File: src/rtl/regfile_wr_arbiter_if.sv
`default_nettype none
// +----------------------------------------------------------------------+
// | Module   : regfile_wr_arbiter_if                                     |
// | Brief    : Two-requester write port bundle and register bank outputs |
// | Revision : 1.0                                                       |
// +----------------------------------------------------------------------+
interface regfile_wr_arbiter_if #(
    parameter int DATA_W = 8,
    parameter int ADDR_W = 2
);
    logic              hold;
    logic              req0_valid;
    logic [ADDR_W-1:0] req0_addr;
    logic [DATA_W-1:0] req0_data;
    logic              req0_ready;
    logic              req1_valid;
    logic [ADDR_W-1:0] req1_addr;
    logic [DATA_W-1:0] req1_data;
    logic              req1_ready;
    logic              wr_en;
    logic [ADDR_W-1:0] wr_addr;
    logic [DATA_W-1:0] wr_data;
    logic              last_grant;
    logic [7:0]        wr_count;

    modport master (
        output hold,
        output req0_valid, req0_addr, req0_data,
        input  req0_ready,
        output req1_valid, req1_addr, req1_data,
        input  req1_ready,
        input  wr_en, wr_addr, wr_data, last_grant, wr_count
    );

    modport slave (
        input  hold,
        input  req0_valid, req0_addr, req0_data,
        output req0_ready,
        input  req1_valid, req1_addr, req1_data,
        output req1_ready,
        output wr_en, wr_addr, wr_data, last_grant, wr_count
    );
endinterface
`default_nettype wire

File: src/rtl/regfile_wr_arbiter.sv
`default_nettype none
// +----------------------------------------------------------------------+
// | Module   : regfile_wr_arbiter                                        |
// | Brief    : Round-robin arbiter for two register-bank write sources   |
// | Revision : 1.0                                                       |
// +----------------------------------------------------------------------+
module regfile_wr_arbiter #(
    parameter int DATA_W = 8,
    parameter int ADDR_W = 2
) (
    input wire logic            clk,
    input wire logic            rst,
    regfile_wr_arbiter_if.slave bus
);
    logic              r_wr_en;
    logic [ADDR_W-1:0] r_wr_addr;
    logic [DATA_W-1:0] r_wr_data;
    logic              r_last_grant;
    logic [7:0]        r_wr_count;

    logic              w_req0_ready;
    logic              w_req1_ready;
    logic              w_xfer0;
    logic              w_xfer1;
    logic [ADDR_W-1:0] w_sel_addr;
    logic [DATA_W-1:0] w_sel_data;
    logic              w_wr_fire;

    // On a tie the requester that did not win last time is served.
    always_comb begin
        w_req0_ready = 1'b0;
        w_req1_ready = 1'b0;
        if (!rst && !bus.hold) begin
            w_req0_ready = bus.req0_valid && (!bus.req1_valid || r_last_grant);
            w_req1_ready = bus.req1_valid && (!bus.req0_valid || !r_last_grant);
        end
    end

    assign w_xfer0 = bus.req0_valid && w_req0_ready;
    assign w_xfer1 = bus.req1_valid && w_req1_ready;

    always_comb begin
        w_sel_addr = bus.req0_addr;
        w_sel_data = bus.req0_data;
        if (w_xfer1) begin
            w_sel_addr = bus.req1_addr;
            w_sel_data = bus.req1_data;
        end
    end

    // Register 0 reads as zero, so a write to it is accepted but dropped.
    assign w_wr_fire = (w_xfer0 || w_xfer1) && (w_sel_addr != '0);

    always_ff @(posedge clk) begin
        if (rst) begin
            r_wr_en      <= 1'b0;
            r_wr_addr    <= '0;
            r_wr_data    <= '0;
            r_last_grant <= 1'b1;
            r_wr_count   <= 8'd0;
        end else begin
            r_wr_en <= w_wr_fire;
            if (w_wr_fire) begin
                r_wr_addr  <= w_sel_addr;
                r_wr_data  <= w_sel_data;
                r_wr_count <= r_wr_count + 8'd1;
            end
            if (w_xfer0) begin
                r_last_grant <= 1'b0;
            end else if (w_xfer1) begin
                r_last_grant <= 1'b1;
            end
        end
    end

    assign bus.req0_ready = w_req0_ready;
    assign bus.req1_ready = w_req1_ready;
    assign bus.wr_en      = r_wr_en;
    assign bus.wr_addr    = r_wr_addr;
    assign bus.wr_data    = r_wr_data;
    assign bus.last_grant = r_last_grant;
    assign bus.wr_count   = r_wr_count;
endmodule
`default_nettype wire

File: src/flat_wrapper.sv
// flat-port wrapper written by rule: the top's interface ports become plain ports
module regfile_wr_arbiter_flat 
#(
    parameter int DATA_W = 8,
    parameter int ADDR_W = 2
)
  (clk, rst, bus_hold, bus_req0_valid, bus_req0_addr, bus_req0_data, bus_req0_ready, bus_req1_valid, bus_req1_addr, bus_req1_data, bus_req1_ready, bus_wr_en, bus_wr_addr, bus_wr_data, bus_last_grant, bus_wr_count);
  regfile_wr_arbiter_if #(.DATA_W(DATA_W), .ADDR_W(ADDR_W)) bus_i ();
  input wire logic clk;
  input wire logic rst;
  input wire logic [$bits(bus_i.hold)-1:0] bus_hold;
  input wire logic [$bits(bus_i.req0_valid)-1:0] bus_req0_valid;
  input wire logic [$bits(bus_i.req0_addr)-1:0] bus_req0_addr;
  input wire logic [$bits(bus_i.req0_data)-1:0] bus_req0_data;
  output wire logic [$bits(bus_i.req0_ready)-1:0] bus_req0_ready;
  input wire logic [$bits(bus_i.req1_valid)-1:0] bus_req1_valid;
  input wire logic [$bits(bus_i.req1_addr)-1:0] bus_req1_addr;
  input wire logic [$bits(bus_i.req1_data)-1:0] bus_req1_data;
  output wire logic [$bits(bus_i.req1_ready)-1:0] bus_req1_ready;
  output wire logic [$bits(bus_i.wr_en)-1:0] bus_wr_en;
  output wire logic [$bits(bus_i.wr_addr)-1:0] bus_wr_addr;
  output wire logic [$bits(bus_i.wr_data)-1:0] bus_wr_data;
  output wire logic [$bits(bus_i.last_grant)-1:0] bus_last_grant;
  output wire logic [$bits(bus_i.wr_count)-1:0] bus_wr_count;
  assign bus_i.hold = bus_hold;
  assign bus_i.req0_valid = bus_req0_valid;
  assign bus_i.req0_addr = bus_req0_addr;
  assign bus_i.req0_data = bus_req0_data;
  assign bus_req0_ready = bus_i.req0_ready;
  assign bus_i.req1_valid = bus_req1_valid;
  assign bus_i.req1_addr = bus_req1_addr;
  assign bus_i.req1_data = bus_req1_data;
  assign bus_req1_ready = bus_i.req1_ready;
  assign bus_wr_en = bus_i.wr_en;
  assign bus_wr_addr = bus_i.wr_addr;
  assign bus_wr_data = bus_i.wr_data;
  assign bus_last_grant = bus_i.last_grant;
  assign bus_wr_count = bus_i.wr_count;
  regfile_wr_arbiter #(.DATA_W(DATA_W), .ADDR_W(ADDR_W)) u_core (.clk(clk), .rst(rst), .bus(bus_i));
endmodule
File: config.mk
export PLATFORM = sky130hd
export DESIGN_NAME = regfile_wr_arbiter_flat
export DESIGN_NICKNAME = d
export VERILOG_FILES = /design/src/rtl/regfile_wr_arbiter_if.sv /design/src/rtl/regfile_wr_arbiter.sv /design/src/flat_wrapper.sv
export SDC_FILE = /design/constraint.sdc
export NUM_CORES = 1
export LEC_CHECK = 0
export BUFFER_PORTS_ARGS = -buffer_cell sky130_fd_sc_hd__buf_2
export CELL_PAD_IN_SITES_DETAIL_PLACEMENT = 0
export CELL_PAD_IN_SITES_GLOBAL_PLACEMENT = 1
export CORE_AREA = 2 2 58 60
export CTS_BUF_LIST = sky130_fd_sc_hd__clkbuf_8
export CTS_CLUSTER_SIZE = 12
export DETAILED_ROUTE_END_ITERATION = 8
export DIE_AREA = 0 0 60 62
export MAX_ROUTING_LAYER = met4
export PLACE_DENSITY = 0.75
export SYNTH_ARGS = -nofsm -noshare
export SYNTH_HDL_FRONTEND = slang
export SYNTH_SLANG_ARGS = --single-unit
File: constraint.sdc
create_clock -name clk -period 2 [get_ports clk]
set_input_delay 0.4 -clock clk [delete_from_list [all_inputs] [get_ports clk]]
set_output_delay 0.4 -clock clk [all_outputs]
set_load 0.02 [all_outputs]
---- After elaboration in Yosys (flattened, before gate mapping) ----
Cells that the tools add are included.
storage, ports and cells
  output and inout port bits .............. 22
  logic and storage cells ................. 28
  flip-flop bits (word level) ............. 20
operators by class
  multiplexer cells ....................... 6
  add/sub/neg operators ................... 1
  reduce and logical (&&, ||, !) cells .... 16
operators by type and width
  operator             number
  $add 8x1->8 const B  1
  $mux 8               1
  $logic_and 1x1->1    6
  $logic_not 1->1      5
  $mux 1               4
  $reduce_bool 2->1    2
  $logic_or 1x1->1     3
  $mux 2               1

---- Logic depth before layout (Yosys ltp) ----
  depth after elaboration ................. 8
  gate-level depth with buffers ........... 6

---- Worst setup path before layout ----
OpenSTA, ideal clock, no wires.
  path kind ............................... input to register
  start ................................... in bus_req0_addr[0]
  end ..................................... reg u_core.r_wr_count[5] (netlist: u_core.bus.wr_count[5])
  slack ................................... 452 ps
  stages on the path ...................... 5
  data arrival time ....................... 1,427 ps
  required time ........................... 1,879 ps
  path through ............................ or2_0 -> and3_1 -> buf_4 -> o2111ai_2 -> mux2_4
between the ends
  longest elaborated chain between the ends .. 3
RTL lines
  what                    line                      source
  start: declaration      flat_wrapper.sv:13        input wire logic [$bits(bus_i.req0_addr)-1:0] bus_req0_addr;
  $mux 2                  regfile_wr_arbiter.sv:45  if (w_xfer1) begin
  $reduce_bool 2->1       regfile_wr_arbiter.sv:52  assign w_wr_fire = (w_xfer0 || w_xfer1) && (w_sel_addr != '0);
  $logic_and 1x1->1       regfile_wr_arbiter.sv:52
  end signal: assignment  regfile_wr_arbiter.sv:66  r_wr_count <= r_wr_count + 8'd1;
  end: declaration        regfile_wr_arbiter.sv:19  logic [7:0] r_wr_count;
No other way between the ends.
A chain may end at the register's enable or synchronous reset.

---- Worst setup path in the final report ----
  start ................................... reg u_core.r_last_grant (netlist: u_core.bus.last_grant)
  end ..................................... out bus_req0_ready
between the ends
  longest elaborated chain between the ends .. 3
RTL lines
  what                      line                      source
  start: declaration        regfile_wr_arbiter.sv:18  logic r_last_grant;
  start signal: assignment  regfile_wr_arbiter.sv:59  r_last_grant <= 1'b1;
  start signal: assignment  regfile_wr_arbiter.sv:69  r_last_grant <= 1'b0;
  start signal: assignment  regfile_wr_arbiter.sv:71  r_last_grant <= 1'b1;
  $logic_or 1x1->1          regfile_wr_arbiter.sv:34  w_req0_ready = bus.req0_valid && (!bus.req1_valid || r_last_grant);
  $logic_and 1x1->1         regfile_wr_arbiter.sv:34
  $mux 1                    regfile_wr_arbiter.sv:33  if (!rst && !bus.hold) begin
  end: declaration          flat_wrapper.sv:15        output wire logic [$bits(bus_i.req0_ready)-1:0] bus_req0_ready;
No other way between the ends.

==> out/qor.tcl <==
set qor(outcome) {complete, no violations}
set qor(maxCapViolations) 0
set qor(floorplan.io_pins) 47
set qor(routabilityCongestion) 0.8034
set qor(synth-seq-area-share_pct) 38.83
set qor(timing.final.setup_violations) 0
set qor(drt_wl_total_microns) 2378
set qor(timing.fmax_mhz) 590.6
set qor(ys_ff_latch) 20
set qor(cp-end-kind) {output port}
set qor(syn_avg_cell_area_sq_um) 9.913
set qor(dpl.hpwl_microns) 1815
set qor(remaining_drc_errors) 0
set qor(routed_via_density) 4.746
set qor(grt_use_total_pct) 14.40
set qor(antenna-diode-count) 0
set qor(cp_max_fo) 6
set qor(drv_slew) 0
set qor(power-per-cell-area_nw_per_um2) 721.2
set qor(critical_path_s_top_delay_family) {flip-flops}
set qor(grt_pass1_wl_microns) 3808
set qor(post_cts.resized_instances) 0
set qor(skew_ns) 0.002181
set qor(die_width_microns) 60
set qor(rr_startpoint) {u_core.bus.last_grant$_SDFFE_PP1P_}
set qor(layout_worst_path_cycle_share_pct) 84.66
set qor(number_of_nets_in_the_synthesized_netlist) 130
set qor(grt_pass1_vias) 866
set qor(final.fill_count) 327
set qor(timing.critical_path.cells) {nand2b_1 > and2_1 > buf_2}
set qor(preCtsSetupSlack_ns) 0.2477
set qor(slew_of_the_pin_with_the_lowest_slew_margin_ns) 0.3163
set qor(synth_cells) 104
set qor(worstHoldPathType) {in -> reg}
set qor(post_cts.repair.setup_buffers) 0
set qor(rr_worst_depth) 4
set qor(final_net_count) 178
set qor(synth.cell_area_sq_um) 1031
set qor(hold-path-endpoint) {u_core.bus.last_grant$_SDFFE_PP1P_}
set qor(drive_above_1_share_pct) 39.07
set qor(hold_path_depth) 2
set qor(cts-root-to-sink-buffers) 2
set qor(slowest_delay_ns) 0.44
set qor(min_period_ns) 1.693
set qor(rrSetupSlack_ns) 0.50
set qor(wl_per_cell_microns) 12.07
set qor(rr_endpoint) {u_core.bus.wr_count[5]$_SDFFE_PP0P_}
set qor(finish.utilization_pct) 43.05
set qor(overflow) 0
set qor(critical_path_required_ns) 1.60
set qor(postLayoutSetupSlackWorst_ns) 0.3069
set qor(clock_tree.root_cell) {clkbuf_8}
set qor(crit_path_buffers_inverters) 1
set qor(floorplan.die.height_microns) 62
set qor(yosysUniqueCellTypes) 31
set qor(synthToLayoutAreaGrowth_pct) 32.77
set qor(finish.cell_count_without_fillers) 197
set qor(yosysTopAreaCell) {dfxtp_1}
set qor(place_area_sq_um) 1297
set qor(peakVddDrop_mv) 0.2616
set qor(cts_htree_levels) 1
set qor(place.detailed.instances) 193
set qor(dr_total_vias) 935
set qor(portBuffers) 46
set qor(hold_buffers) 0
set qor(worst_slew_margin_rel_pct) 78.86
set qor(clkSlewWorstSetupHoldPaths_ns) 0.07
set qor(arrival_ns) 1.29
set qor(design_power_mw) 0.9872
set qor(cts.sink_count) 20
set qor(timing.setup.critical_path_class) {reg -> out}
set qor(setup-tns-final_ns) 0
set qor(leak_nw) 0.6206
set qor(summed_area_of_non_filler_cells_in_the_final_layout_sq_um) 1369
set qor(critical_path.startpoint_type) {flop}
set qor(rsz_0062_raised_after_global_routing) {false}
set qor(post-synth-top-area-fraction_pct) 38.83
set qor(detail_route.iter0.violations) 42
set qor(worst_skew_pair.late_latency_ns) 0.26
set qor(hold-worst-slack_ns) 0.3867
set qor(antenna_found_initial) 0
set qor(grt_max_degree) 14
set qor(synthesis.yosys.warnings) 0
set qor(crit_path_top_delay_cell) {dfxtp_1}
set qor(initial_core_util_pct) 32.43
set qor(drtAntennaViolNets) 0
set qor(core_area_sq_um) 3179
set qor(cts_tree) {built}
set qor(hold_path.startpoint) {bus_req1_valid}
set qor(num_rows) 21
set qor(cts_buffers) 3
set qor(hold_viol_final) 0
set qor(synth.area.top_cells) {dfxtp_1 (39%), mux2i_1 (11%), a211oi_1 (5.8%)}
set qor(detail_route.first_pass.iterations) 4
set qor(area_enclosed_by_the_die_boundary_sq_um) 3720
-- cell families after synthesis --
family	count (synthesis)	synth area share, %
AND/OR/NAND/NOR	38	21.24
AO/OA/AOI/OAI	24	19.42
flip-flops	20	38.83
multiplexers	14	14.32
buffers and inverters	7	4.976
adder cells (fa/ha/maj)	1	1.213
-- cells in the mapped netlist --
library cell  instances
nor2_1                4
nand3_1               3
buf_6                 1
o21ai_1               2
dfxtp_1              20
a21boi_0              1
a221o_1               3
and3_1                2
mux2i_1              11
and2_1                2
nand2_1               3
nor3b_2               2
o2111ai_2             1
a211oi_1              8
buf_2                 2
a2bb2oi_1             1
mux2_1                2
a221oi_1              2
clkbuf_1              2
a21boi_4              1
buf_4                 1
nor2b_1               3
nor3_1               10
ha_1                  1
or2_0                 1
o2111ai_1             2
buf_8                 1
and4_1                1
a21oi_1               3
mux2_4                1
nand2b_1              7
-- per-layer routing --
layer / vias up / global-route usage [%] / wire (microns)
met5: - / - / 0
met4: 0 / 8.254 / 57
met3: 5 / 3.106 / 146
met2: 33 / 22.98 / 1068
met1: 410 / 16.75 / 1106
li1: 487 / - / -
-- power by group --
| part | total [mW] | switching (mW) | internal [mW] | leakage, nW |
|---|---|---|---|---|
| registers | 0.431 | 0.0137 | 0.418 | 0.163 |
| logic | 0.151 | 0.0836 | 0.0672 | 0.422 |
| clock network | 0.405 | 0.138 | 0.267 | 0.0357 |
-- sequential cells by signal (all words and copies together), names as in the netlist --
name and flops:
u_core.bus.wr_count 8, u_core.bus.wr_data 8, u_core.bus.wr_addr 2, u_core.bus.last_grant 1, u_core.bus.wr_en 1
-- how the worst max path moves through the flow --
| stage | start | end | slack (ns) | depth (start not counted) |
|---|---|---|---|---|
| floorplan | bus_req0_addr[0] | u_core.bus.wr_count[5]$_SDFFE_PP0P_ | 0.45 | 5 |
| global placement | rst | u_core.bus.wr_data[4]$_SDFFE_PP0P_ | 0.28 | 6 |
| detailed placement | rst | u_core.bus.wr_data[4]$_SDFFE_PP0P_ | 0.25 | 6 |
| CTS | u_core.bus.last_grant$_SDFFE_PP1P_ | bus_req0_ready | 0.29 | 3 |
| global route | u_core.bus.last_grant$_SDFFE_PP1P_ | bus_req0_ready | 0.22 | 3 |
| finish | u_core.bus.last_grant$_SDFFE_PP1P_ | bus_req0_ready | 0.31 | 3 |
-- final cells by class --
class,count,area [sq um],area share (%)
Sequential cell,20,400.4,29.25
Multi-Input combinational cell,77,579.3,42.32
Tap cell,46,57.56,4.205
Timing Repair Buffer,50,260.3,19.01
Clock inverter,1,30.03,2.194
Clock buffer,3,41.29,3.016
-- layout by cell type, fill, tap and decap left out --
cell type	n
mux2i_1	11
nor2b_1	3
a21oi_1	3
nor3_1	10
nor3b_2	2
and4_1	1
a21boi_0	1
a221o_1	3
a221oi_1	2
o21ai_1	2
buf_2	46
nor2_1	4
dfxtp_1	20
and3_1	2
or2_0	1
o2111ai_2	1
buf_4	4
a211oi_1	8
bufinv_16	1
nand2b_1	7
and2_1	2
clkbuf_8	3
nand3_1	3
ha_1	1
mux2_1	2
a2bb2oi_1	1
nand2_1	3
mux2_4	1
a21boi_4	1
o2111ai_1	2
No activity file was read; power rests on OpenSTA's default activity.
